**src/rtl/uart_pkg.sv**
```systemverilog
// Shared state encoding and line-level constants for the UART transmitter.
package uart_pkg;

  typedef enum logic [1:0] {
    IDLE  = 2'd0,
    START = 2'd1,
    DATA  = 2'd2,
    STOP  = 2'd3
  } uart_state_t;

  localparam logic START_BIT  = 1'b0;
  localparam logic STOP_BIT   = 1'b1;
  localparam logic IDLE_LEVEL = 1'b1;
  localparam int   FRAME_BITS = 10;

endpackage

```
**src/rtl/uart_baud_gen.sv**
```systemverilog
// Bit-period divider: counts 0..CLKS_PER_BIT-1 and flags the last cycle of each bit.
module uart_baud_gen #(
  parameter int CLKS_PER_BIT = 16
) (
  input  logic clk,
  input  logic rst,
  input  logic i_clear,
  output logic o_bit_tick,
  output logic o_pre_tick
);

  localparam int CNT_W = $clog2(CLKS_PER_BIT);
  localparam logic [CNT_W-1:0] LAST_CNT = CNT_W'(CLKS_PER_BIT - 1);
  localparam logic [CNT_W-1:0] PRE_CNT  = CNT_W'(CLKS_PER_BIT - 2);

  logic [CNT_W-1:0] r_count;

  always_ff @(posedge clk or posedge rst) begin
    if (rst) begin
      r_count <= '0;
    end else if (i_clear || o_bit_tick) begin
      r_count <= '0;
    end else begin
      r_count <= r_count + CNT_W'(1);
    end
  end

  // o_pre_tick lets the parent register outputs that must line up with the last cycle.
  assign o_bit_tick = (r_count == LAST_CNT);
  assign o_pre_tick = (r_count == PRE_CNT);

endmodule

```
**src/rtl/uart_tx.sv**
```systemverilog
// UART transmitter: 1 start bit, DATA_BITS data bits LSB first, 1 stop bit; outputs fully registered.
module uart_tx
  import uart_pkg::*;
#(
  parameter int CLKS_PER_BIT = 16,
  parameter int DATA_BITS    = 8
) (
  input  logic                 clk,
  input  logic                 rst,
  input  logic [DATA_BITS-1:0] data_sent,
  input  logic                 tx_start,
  output logic                 tx_waveform,
  output logic                 tx_busy,
  output logic                 tx_done
);

  localparam int IDX_W = $clog2(DATA_BITS);
  localparam logic [IDX_W-1:0] LAST_IDX = IDX_W'(DATA_BITS - 1);

  uart_state_t          r_state;
  uart_state_t          w_nextState;
  logic [DATA_BITS-1:0] r_shift;
  logic [DATA_BITS-1:0] w_nextShift;
  logic [IDX_W-1:0]     r_bitIdx;
  logic [IDX_W-1:0]     w_nextBitIdx;
  logic                 r_line;
  logic                 r_busy;
  logic                 r_done;
  logic                 w_nextLine;
  logic                 w_nextDone;
  logic                 w_bitTick;
  logic                 w_preTick;
  logic                 w_clear;

  // Holding the divider clear in IDLE makes every frame start on a fresh bit period.
  assign w_clear = (r_state == IDLE);

  uart_baud_gen #(
    .CLKS_PER_BIT(CLKS_PER_BIT)
  ) u_baud_gen (
    .clk       (clk),
    .rst       (rst),
    .i_clear   (w_clear),
    .o_bit_tick(w_bitTick),
    .o_pre_tick(w_preTick)
  );

  always_ff @(posedge clk or posedge rst) begin
    if (rst) begin
      r_state  <= IDLE;
      r_shift  <= '0;
      r_bitIdx <= '0;
      r_line   <= IDLE_LEVEL;
      r_busy   <= 1'b0;
      r_done   <= 1'b0;
    end else begin
      r_state  <= w_nextState;
      r_shift  <= w_nextShift;
      r_bitIdx <= w_nextBitIdx;
      r_line   <= w_nextLine;
      r_busy   <= (w_nextState != IDLE);
      r_done   <= w_nextDone;
    end
  end

  always_comb begin
    w_nextState  = r_state;
    w_nextShift  = r_shift;
    w_nextBitIdx = r_bitIdx;
    case (r_state)
      IDLE: begin
        if (tx_start) begin
          w_nextState = START;
          w_nextShift = data_sent;
        end
      end
      START: begin
        if (w_bitTick) w_nextState = DATA;
      end
      DATA: begin
        if (w_bitTick) begin
          w_nextShift = r_shift >> 1;
          if (r_bitIdx == LAST_IDX) begin
            w_nextState  = STOP;
            w_nextBitIdx = '0;
          end else begin
            w_nextBitIdx = r_bitIdx + IDX_W'(1);
          end
        end
      end
      STOP: begin
        // A request in the final stop cycle chains straight into the next start bit.
        if (w_bitTick) begin
          if (tx_start) begin
            w_nextState = START;
            w_nextShift = data_sent;
          end else begin
            w_nextState = IDLE;
          end
        end
      end
      default: w_nextState = IDLE;
    endcase

    // Line level and done flag are computed for the coming cycle so they can be registered.
    case (w_nextState)
      START:   w_nextLine = START_BIT;
      DATA:    w_nextLine = w_nextShift[0];
      STOP:    w_nextLine = STOP_BIT;
      default: w_nextLine = IDLE_LEVEL;
    endcase
    w_nextDone = (r_state == STOP) && w_preTick;
  end

  assign tx_waveform = r_line;
  assign tx_busy     = r_busy;
  assign tx_done     = r_done;

endmodule

```
**config.mk**
```make
export PLATFORM = sky130hd
export DESIGN_NAME = uart_tx
export DESIGN_NICKNAME = d
export VERILOG_FILES = /design/src/rtl/uart_pkg.sv /design/src/rtl/uart_baud_gen.sv /design/src/rtl/uart_tx.sv
export SDC_FILE = /design/constraint.sdc
export NUM_CORES = 1
export LEC_CHECK = 0
export ABC_AREA = 0
export BUFFER_PORTS_ARGS = -buffer_cell sky130_fd_sc_hd__buf_2
export CAP_MARGIN = 5
export CORE_UTILIZATION = 60
export CTS_BUF_LIST = sky130_fd_sc_hd__clkbuf_4 sky130_fd_sc_hd__clkbuf_8
export CTS_CLUSTER_DIAMETER = 100
export CTS_CLUSTER_SIZE = 40
export DETAILED_ROUTE_END_ITERATION = 10
export PLACE_DENSITY = 0.83
export RECOVER_POWER = 50
export SYNTH_ARGS = -nofsm -noshare
export SYNTH_HDL_FRONTEND = slang
export SYNTH_SLANG_ARGS = --single-unit
export TNS_END_PERCENT = 30
```
**constraint.sdc**
```tcl
create_clock -name clk -period 4.3 [get_ports clk]
set_clock_uncertainty 0.05 [all_clocks]
set_input_delay 0.645 -clock clk [delete_from_list [all_inputs] [get_ports clk]]
set_output_delay 0.645 -clock clk [all_outputs]
set_load 0.03 [all_outputs]
```
# Word-level counts from Yosys, hierarchy flattened
# Index checks and enable logic that the tools add are counted.
# word_totals
reg_bits	20
out_inout_bits	3
wordCells	41
# classes
addsub	2
eq_ne	10
muxes	14
n_reduce_logical	7
# op_table
cell	n
$mux 8	3
$pmux 8 s3	1
$mux 2	5
$eq 4x4->1 const B	2
$pmux 2 s4	1
$eq 2x2->1 const B	3
$add 4x1->4 const B	1
$eq 2x1->1 const B	2
$mux 4	1
$ne 2x1->1 const B	2
$add 3x1->3 const B	1
$eq 3x3->1 const B	1
$mux 3	1
$reduce_and 3->1	1
$reduce_bool 3->1	1
$logic_not 2->1	1
$pmux 1 s2	1
$reduce_and 2->1	1
$reduce_bool 2->1	1
$logic_and 1x1->1	1
$logic_or 1x1->1	1
$mux 1	1

# Logic depth before layout (Yosys ltp)
# Gate-level depths: netlist of the first run.
# logic_depth
ltp_word	6
ltp_mapped	6
ltp_nobuf	5

# Hierarchy
# From an unflattened synthesis of the first run, not the netlist that was laid out.
# hier_totals
cells_unflattened	81
hier_area_um2	939.7
# by_module_without_submodules
module	instances	cells_per_inst	area_each_um2	seq_area_each_um2
uart_tx	1	61	735.7	401.6
uart_baud_gen	1	20	203.9	100.1

# Least setup slack after synthesis of the first run
# No wires, ideal clock.
# synth_timing
kind	register -> register
from	register u_baud_gen.r_count[0]
to	register r_line, in the netlist tx_waveform
arrival_ns	1.556
required_time_ns	4.152
path_slack_ns	2.596
stages_incl_launch_ff	7
n_path_buf	1
cell_sequence	dfrtp_1 > ha_1 > and4_4 > a31o_1 > buf_6 > a2111oi_4 > mux2i_1
# synth_between
elab_chain_len	5
word_cells_on_any_way	11
# synth_lines
item	line	source
start: declaration	uart_baud_gen.sv:16	logic [CNT_W-1:0] r_count;
start signal: assignment	uart_baud_gen.sv:24	r_count <= r_count + CNT_W'(1);
$eq 4x4->1 *	uart_baud_gen.sv:29	assign o_bit_tick = (r_count == LAST_CNT);
$mux 2 (on tied branches)	uart_tx.sv:93, uart_tx.sv:78, uart_tx.sv:81	
$pmux 2 s4	uart_tx.sv:70	case (r_state)
$eq 2x2->1 or $eq 2x1->1 (tied branches)	uart_tx.sv:106	case (w_nextState)
$pmux 1 s2 *	uart_tx.sv:106	
via w_nextLine	uart_tx.sv:29	logic w_nextLine;
end signal: assignment	uart_tx.sv:60	r_line <= w_nextLine;
end: declaration	uart_tx.sv:26	logic r_line;
# The timed path passes the listed nets; every way through them passes the cells marked *. The select of a mux whose other input is x is not followed.
# A chain may end at the register's enable or synchronous reset.

# Final worst setup path of the first run
# Same ends and word-level chain as after synthesis.

==> out/qor.csv, run 1 <==
stage;metric;value;unit
clock_network;postcts setup bufs;0;
power;Peak VDD IR;0.000272;V
hold_path;Worst Hold Class;in -> async;
layout;post-route cell area;1030;um2
synthesis;Synth async-reset ratio;100;%
worst_setup_path;crit path kind;reg -> reg;
routing;First DRT Iteration DRCs;35;
power;Clk pwr share;30.9;%
synthesis;main flop type after synthesis;dfrtp_1;
global_route;total track usage;21.0;%
timing;number of setup violations in the final report;0;
clock_network;Clock Path Buffers;2;
routing;Post-route DRC;0;
routing;WL met3;88;um
layout;ant diodes;0;
global_route;first-pass GRT wire length;2790;um
die;I/O pin cnt;14;
synthesis;Mapped Area;936;um2
clock_network;CTS root buf;clkbuf_4;
timing;Final Cycle Share;43.5;%
clock_network;H-tree depth;1;
global_route;vias in the first global route;663;
layout;# nets final;110;
layout;layout cells sized above 1;25.5;%
placement;GPL Wtd Cong;0.750;
outcome;outcome;finished, final reports clean;
synthesis;number of flops mapped to enable cells by yosys;0;
layout;# fillers;97;
power;P_leak;0.523;nW
routing;Vias/cell;5.94;
worst_setup_path;Critical Path RT;4.45;ns
power;internal power;0.000241;W
global_route;GR Overflow Total;0;
worst_setup_path;Max FO, Critical Path;9;
power;total power;0.000304;W
worst_setup_path;CP Capture Type;flip-flop;
synthesis;synth cell count leaders;19 x dfrtp_1, 11 x inv_1, 6 x a222oi_1, 6 x nor2_1, 4 x ha_1;
worst_setup_path;Arrival @ worst endpoint;2.02;ns
power;Cell Pwr Density;294;nW/um2
timing;Fin. Hold Viols;0;
die;die area;1720;um2
placement;pre-CTS WS;2.34;ns
synthesis;Mapped Nets;94;
clock_network;latest clock arrival within the worst-skew pair;0.29;ns
synthesis;post-synthesis cell count;79;
routing;routed wl met2;779;um
synthesis;Mean Syn Cell Area;11.8;um2
timing;Tightest Pin Transition;0.752;ns
clock_network;CTS tree;yes;
synthesis;Synth area leaders;dfrtp_1 51%, a222oi_1 6.4%, ha_1 5.3%;
synthesis;Synth Register Bits;20;
clock_network;Worst-path clk slew;0.10;ns
routing;Pre-Repair DR Iteration Count;6;
synthesis;Synth Warn #;0;
placement;# port buffers;13;
power;Sw Share;20.6;%
flow_run;max-cap viol count;0;
routing;Detail Route Antenna Nets;0;
placement;post-placement cell area;1000;um2
die;core footprint;1380;um2
placement;Placed Cells;105;
synthesis;Yosys cell types;28;
routing;wire per inst;14.5;um
routing;WL final;1580;um
timing;relative slew slack;49.8;%
timing;Setup TNS;0;ns
routing;top sig layer;met4;
clock_network;Num CTS Buffers;3;
die;row cnt;13;
timing;post-route setup slack;2.43;ns
routing;met1 wire length;701;um
die;initial core utilization;67.7;%
die;Die Y;41.5;um
timing;Slew Limit Fails;0;
synthesis;sequential-to-total area share from yosys stat;53.6;%
global_route;initial antenna violation count;0;
synthesis;area leader, netlist;dfrtp_1;
timing;RSZ-0062 raised after global routing;no;
timing;Fmax;534;MHz
synthesis;count leader, synth;dfrtp_1;
layout;Layout Cells excl Fill;109;
die;Chip Width;41.5;um
worst_setup_path;CP Launch Type;flip-flop;
clock_network;hold_buf cts;0;
power;P_sw;0.0000624;W
synthesis;post-synth top area share;50.8;%
placement;DPL Wire Length;1200;um
power;Seq pwr share;63.7;%
power;Logic pwr share;5.4;%
timing;Period minus WS final;1.87;ns
routing;via count;648;
layout;Layout area overhead;10.4;%
global_route;largest net degree at the start of global routing;21;
clock_network;post-CTS sizing;0;
clock_network;clk sink count;20;
[per-layer routing]
metal	vias to the layer above	GRT usage, %
li1	318	-
met1	310	25.6
met5	-	0
met3	2	8.26
met2	18	35.3
met4	0	4.52
[final cells by class]
| cell class | count | area [um2] | area share (%) |
|---|---|---|---|
| Clock buffer | 4 | 30.0 | 2.91 |
| Timing Repair Buffer | 13 | 65.1 | 6.30 |
| Multi-Input combinational cell | 46 | 377 | 36.4 |
| Inverter | 11 | 41.3 | 4.00 |
| Tap cell | 15 | 18.8 | 1.82 |
| Sequential cell | 20 | 502 | 48.5 |
[path summary, 6_finish.rpt]
path	startpoint	endpoint	slack [ns]	cells past startpoint
min in group clk	u_baud_gen.r_count[0]	u_baud_gen.r_count[0]	0.44	1
worst min-delay path	rst	u_baud_gen.r_count[1]	0.41	2
worst max register to register	u_baud_gen.r_count[0]	tx_waveform	2.43	5
worst max-delay path	u_baud_gen.r_count[0]	tx_waveform	2.43	5
max in group asynchronous	rst	r_shift[4]	3.31	2
worst min register to register	u_baud_gen.r_count[0]	u_baud_gen.r_count[0]	0.44	1
[critical path, cell delays in order (launching register included)]
cell,delay [ns]
dfrtp_1,0.42
ha_1,0.27
and4_4,0.18
a31o_1,0.34
a2111oi_4,0.38
mux2i_1,0.13
[metrics by stage]
stage	hold WS [ns]	util, %
global route	0.457	74.8
global placement	0.423	72.6
CTS	0.411	74.8
detailed placement	0.425	72.6
floorplan	0.404	-
finish	0.415	74.8
[placed cells by master (no fill, tap or decap), types with 2 or more instances in the layout]
| cell | synthesis | layout |
|---|---|---|
| a211oi_1 | 2 | 2 |
| nand3_1 | 3 | 3 |
| nand4_1 | 3 | 3 |
| xor2_1 | 2 | 2 |
| a222oi_1 | 6 | 6 |
| buf_2 | 1 | 13 |
| nor2_1 | 6 | 6 |
| nor3b_1 | 2 | 2 |
| mux2_2 | 3 | 3 |
| dfrtp_1 | 19 | 19 |
| ha_1 | 4 | 4 |
| o21ai_0 | 2 | 2 |
| inv_1 | 11 | 11 |
| clkbuf_4 | 0 | 4 |
[cells by family (layout without fill, tap and decap cells)]
group,after synthesis,after routing,synth area share [%]
AO/OA/AOI/OAI,14,14,14.4
XOR/XNOR,3,3,2.81
adder cells (fa/ha/maj),4,4,5.35
buffers and inverters,13,28,6.15
flip-flops,20,20,53.6
multiplexers,4,4,4.68
AND/OR/NAND/NOR,21,21,13.0
[power groups by stage]
stage | Combinational (W) | Sequential [W] | Clock [W]
after floorplan | 0.00000818 | 0.000197 | 0
after global placement | 0.0000159 | 0.000197 | 0
after detailed placement | 0.0000165 | 0.000197 | 0
after CTS | 0.0000165 | 0.000193 | 0.0000982
after global routing | 0.0000183 | 0.000194 | 0.000106
final | 0.0000163 | 0.000193 | 0.0000939
[state kept, by name (all words and copies together) (netlist names)]
name	count
r_bitIdx	3
r_shift	8
r_state	2
tx_busy	1
tx_done	1
tx_waveform	1
u_baud_gen.r_count	4
No activity file was read; power rests on OpenSTA's default activity.
==> run 2: changes to the inputs <==
Settings changed: ABC_AREA 0 to 1, CORE_UTILIZATION 60 to 58, PLACE_DENSITY 0.83 to 0.8.
Clock period 4.3 ns to 1.8 ns, I/O delays scaled along.
==> out/qor.csv, run 2 <==
stage;metric;value;unit
die;Chip Width;44.1;um
worst_setup_path;Max FO, Critical Path;12;
worst_setup_path;depth of the worst register-to-register path;9;
global_route;first-pass GRT wire length;3480;um
outcome;outcome;finished, final reports clean;
timing;post-route setup slack;0.256;ns
global_route;initial antenna violation count;0;
synthesis;Synth Register Bits;20;
placement;# port buffers;13;
worst_setup_path;Critical Path RT;2.01;ns
clock_network;latest clock arrival within the worst-skew pair;0.30;ns
timing;number of setup violations in the final report;0;
die;Die Y;44.1;um
global_route;vias in the first global route;801;
global_route;largest net degree at the start of global routing;13;
global_route;GR Overflow Total;0;
synthesis;post-synth top area share;46.2;%
power;Peak VDD IR;0.000767;V
worst_setup_path;crit path kind;reg -> reg;
layout;max FFs per register;8;
timing;WHS;0.154;ns
routing;Vias/cell;5.42;
clock_network;CTS tree;yes;
power;Seq pwr share;45.0;%
hold_path;hold path endpoint;r_shift[7];
clock_network;Worst-path clk slew;0.12;ns
power;Logic pwr share;39.5;%
timing;Tightest Pin Transition;0.655;ns
layout;Largest regs;r_shift (8), u_baud_gen.r_count (4), r_bitIdx (3);
worst_setup_path;worst reg-to-reg setup slack;0.26;ns
power;P_sw;0.000730;W
timing;Fmax;648;MHz
hold_path;Worst Hold Class;in -> reg;
synthesis;Synth area leaders;dfrtp_1 46%, nand2_1 13%, nand3_1 6.3%;
layout;commonest non-fill, non-tap cell in the layout;nand2_1;
synthesis;Mapped Area;1030;um2
synthesis;area leader, netlist;dfrtp_1;
routing;Detail Route Antenna Nets;0;
timing;RSZ-0062 raised after global routing;no;
synthesis;Synth async-reset ratio;100;%
synthesis;sequential-to-total area share from yosys stat;48.8;%
layout;ant diodes;0;
worst_setup_path;CP Launch Type;flip-flop;
hold_path;hold path depth;3;
synthesis;main flop type after synthesis;dfrtp_1;
clock_network;Clock Path Buffers;2;
worst_setup_path;CP Capture Type;flip-flop;
die;initial core utilization;65.2;%
worst_setup_path;Reg2Reg Launch Point;u_baud_gen.r_count[0];
synthesis;Synth Warn #;0;
power;Cell Pwr Density;1480;nW/um2
synthesis;Yosys cell types;21;
die;core footprint;1580;um2
clock_network;hold_buf cts;1;
die;I/O pin cnt;14;
placement;Placed Cells;146;
clock_network;CTS root buf;clkbuf_4;
placement;DPL Wire Length;1430;um
timing;Final Cycle Share;85.8;%
layout;Most flops, register;r_shift;
layout;layout cells sized above 1;27.4;%
routing;First DRT Iteration DRCs;29;
die;row cnt;14;
layout;Layout Cells excl Fill;151;
synthesis;number of flops mapped to enable cells by yosys;0;
power;P_leak;0.610;nW
timing;Setup TNS;0;ns
synthesis;Mapped Nets;132;
timing;Slew Limit Fails;0;
timing;Period minus WS final;1.54;ns
layout;most frequent cells in the layout;36 x nand2_1, 19 x dfrtp_1, 13 x nand3_1, 13 x buf_2, 9 x nor2_1;
timing;relative slew slack;56.3;%
routing;wire per inst;12.8;um
hold_path;Hold Path Origin;data_sent[7];
routing;Post-route DRC;0;
die;die area;1950;um2
routing;Pre-Repair DR Iteration Count;6;
layout;# nets final;151;
timing;Fin. Hold Viols;0;
flow_run;max-cap viol count;0;
routing;via count;818;
placement;GPL Wtd Cong;0.868;
power;Clk pwr share;15.5;%
power;Sw Share;42.4;%
routing;WL final;1940;um
synthesis;Mean Syn Cell Area;8.79;um2
synthesis;count leader, synth;nand2_1;
worst_setup_path;Arrival @ worst endpoint;1.75;ns
layout;utilization after layout;73.7;%
synthesis;synth cell count leaders;36 x nand2_1, 19 x dfrtp_1, 13 x nand3_1;
placement;pre-CTS WS;0.280;ns
clock_network;post-CTS sizing;0;
worst_setup_path;reg2reg end;tx_waveform;
clock_network;clk sink count;20;
clock_network;postcts setup bufs;0;
synthesis;post-synthesis cell count;117;
clock_network;Num CTS Buffers;3;
clock_network;H-tree depth;1;
global_route;total track usage;25.0;%
power;internal power;0.000990;W
layout;Layout area overhead;12.9;%
## run 2: cell count changes in the layout (fill, tap and decap cells not counted), moves of 3 or more
cell / change
nand3_1: +10
mux2_2: -3
nand2_1: +35
inv_2: +4
nand4_1: +3
inv_1: -6
nand2_2: +6
a222oi_1: -6
nor2_1: +3
## run 2: layer usage
metal,routed length [um],global-route usage [%]
met4,37,12.7
met1,866,31.1
met3,64,6.94
met5,0,0
met2,967,39.7
## run 2: layout make-up
cell class	count	area, um2
well taps	16	20.0
multi-input cells	84	469
repair buffers	17	93.8
clock buffers	4	36.3
flip-flops and latches	20	502
inverters	10	40.0
fillers	124	415
## run 2: worst max path at each step
stage               cells past startpoint  slack, ns                   from          end
CTS                                     9       0.25  u_baud_gen.r_count[0]  tx_waveform
finish                                  9       0.26  u_baud_gen.r_count[0]  tx_waveform
global placement                        9       0.34  u_baud_gen.r_count[0]  tx_waveform
global route                            9       0.04  u_baud_gen.r_count[0]  tx_waveform
detailed placement                      9       0.28  u_baud_gen.r_count[0]  tx_waveform
floorplan                               7       0.50  u_baud_gen.r_count[0]  r_bitIdx[2]
## run 2: cells by family (layout without fill, tap and decap cells)
| group | after synthesis | in the layout | share of synthesized area [%] |
|---|---|---|---|
| flip-flops | 20 | 20 | 48.8 |
| buffers and inverters | 13 | 31 | 5.60 |
| adder cells (fa/ha/maj) | 4 | 4 | 4.87 |
| XOR/XNOR | 1 | 1 | 0.852 |
| AND/OR/NAND/NOR | 75 | 75 | 36.6 |
| AO/OA/AOI/OAI | 4 | 4 | 3.28 |
## run 2: power by group through the flow
stage / Combinational, W / Sequential (W) / Clock (W)
CTS: 0.000687 / 0.000772 / 0.000268
finish: 0.000679 / 0.000774 / 0.000267
global route: 0.000771 / 0.000797 / 0.000286
global placement: 0.000651 / 0.000776 / 0
floorplan: 0.000513 / 0.000792 / 0
detailed placement: 0.000682 / 0.000781 / 0
## run 2: through the flow
stage | area, um2 | total power, W
2_1_floorplan | 1030 | 0.00131
3_3_place_gp | 1120 | 0.00143
3_5_place_dp | 1120 | 0.00146
4_1_cts | 1160 | 0.00173
5_1_grt | 1160 | 0.00185
6_report | 1160 | 0.00172
## run 2: critical path, stage by stage, from the launching register on
cell     delay, ns
dfrtp_1       0.41
ha_1          0.26
nand3_4       0.13
nand2_2       0.21
nand2_1       0.09
nand2_2       0.09
nand2_2       0.07
nor2_1        0.08
nand2_1       0.05
nand2_1       0.05
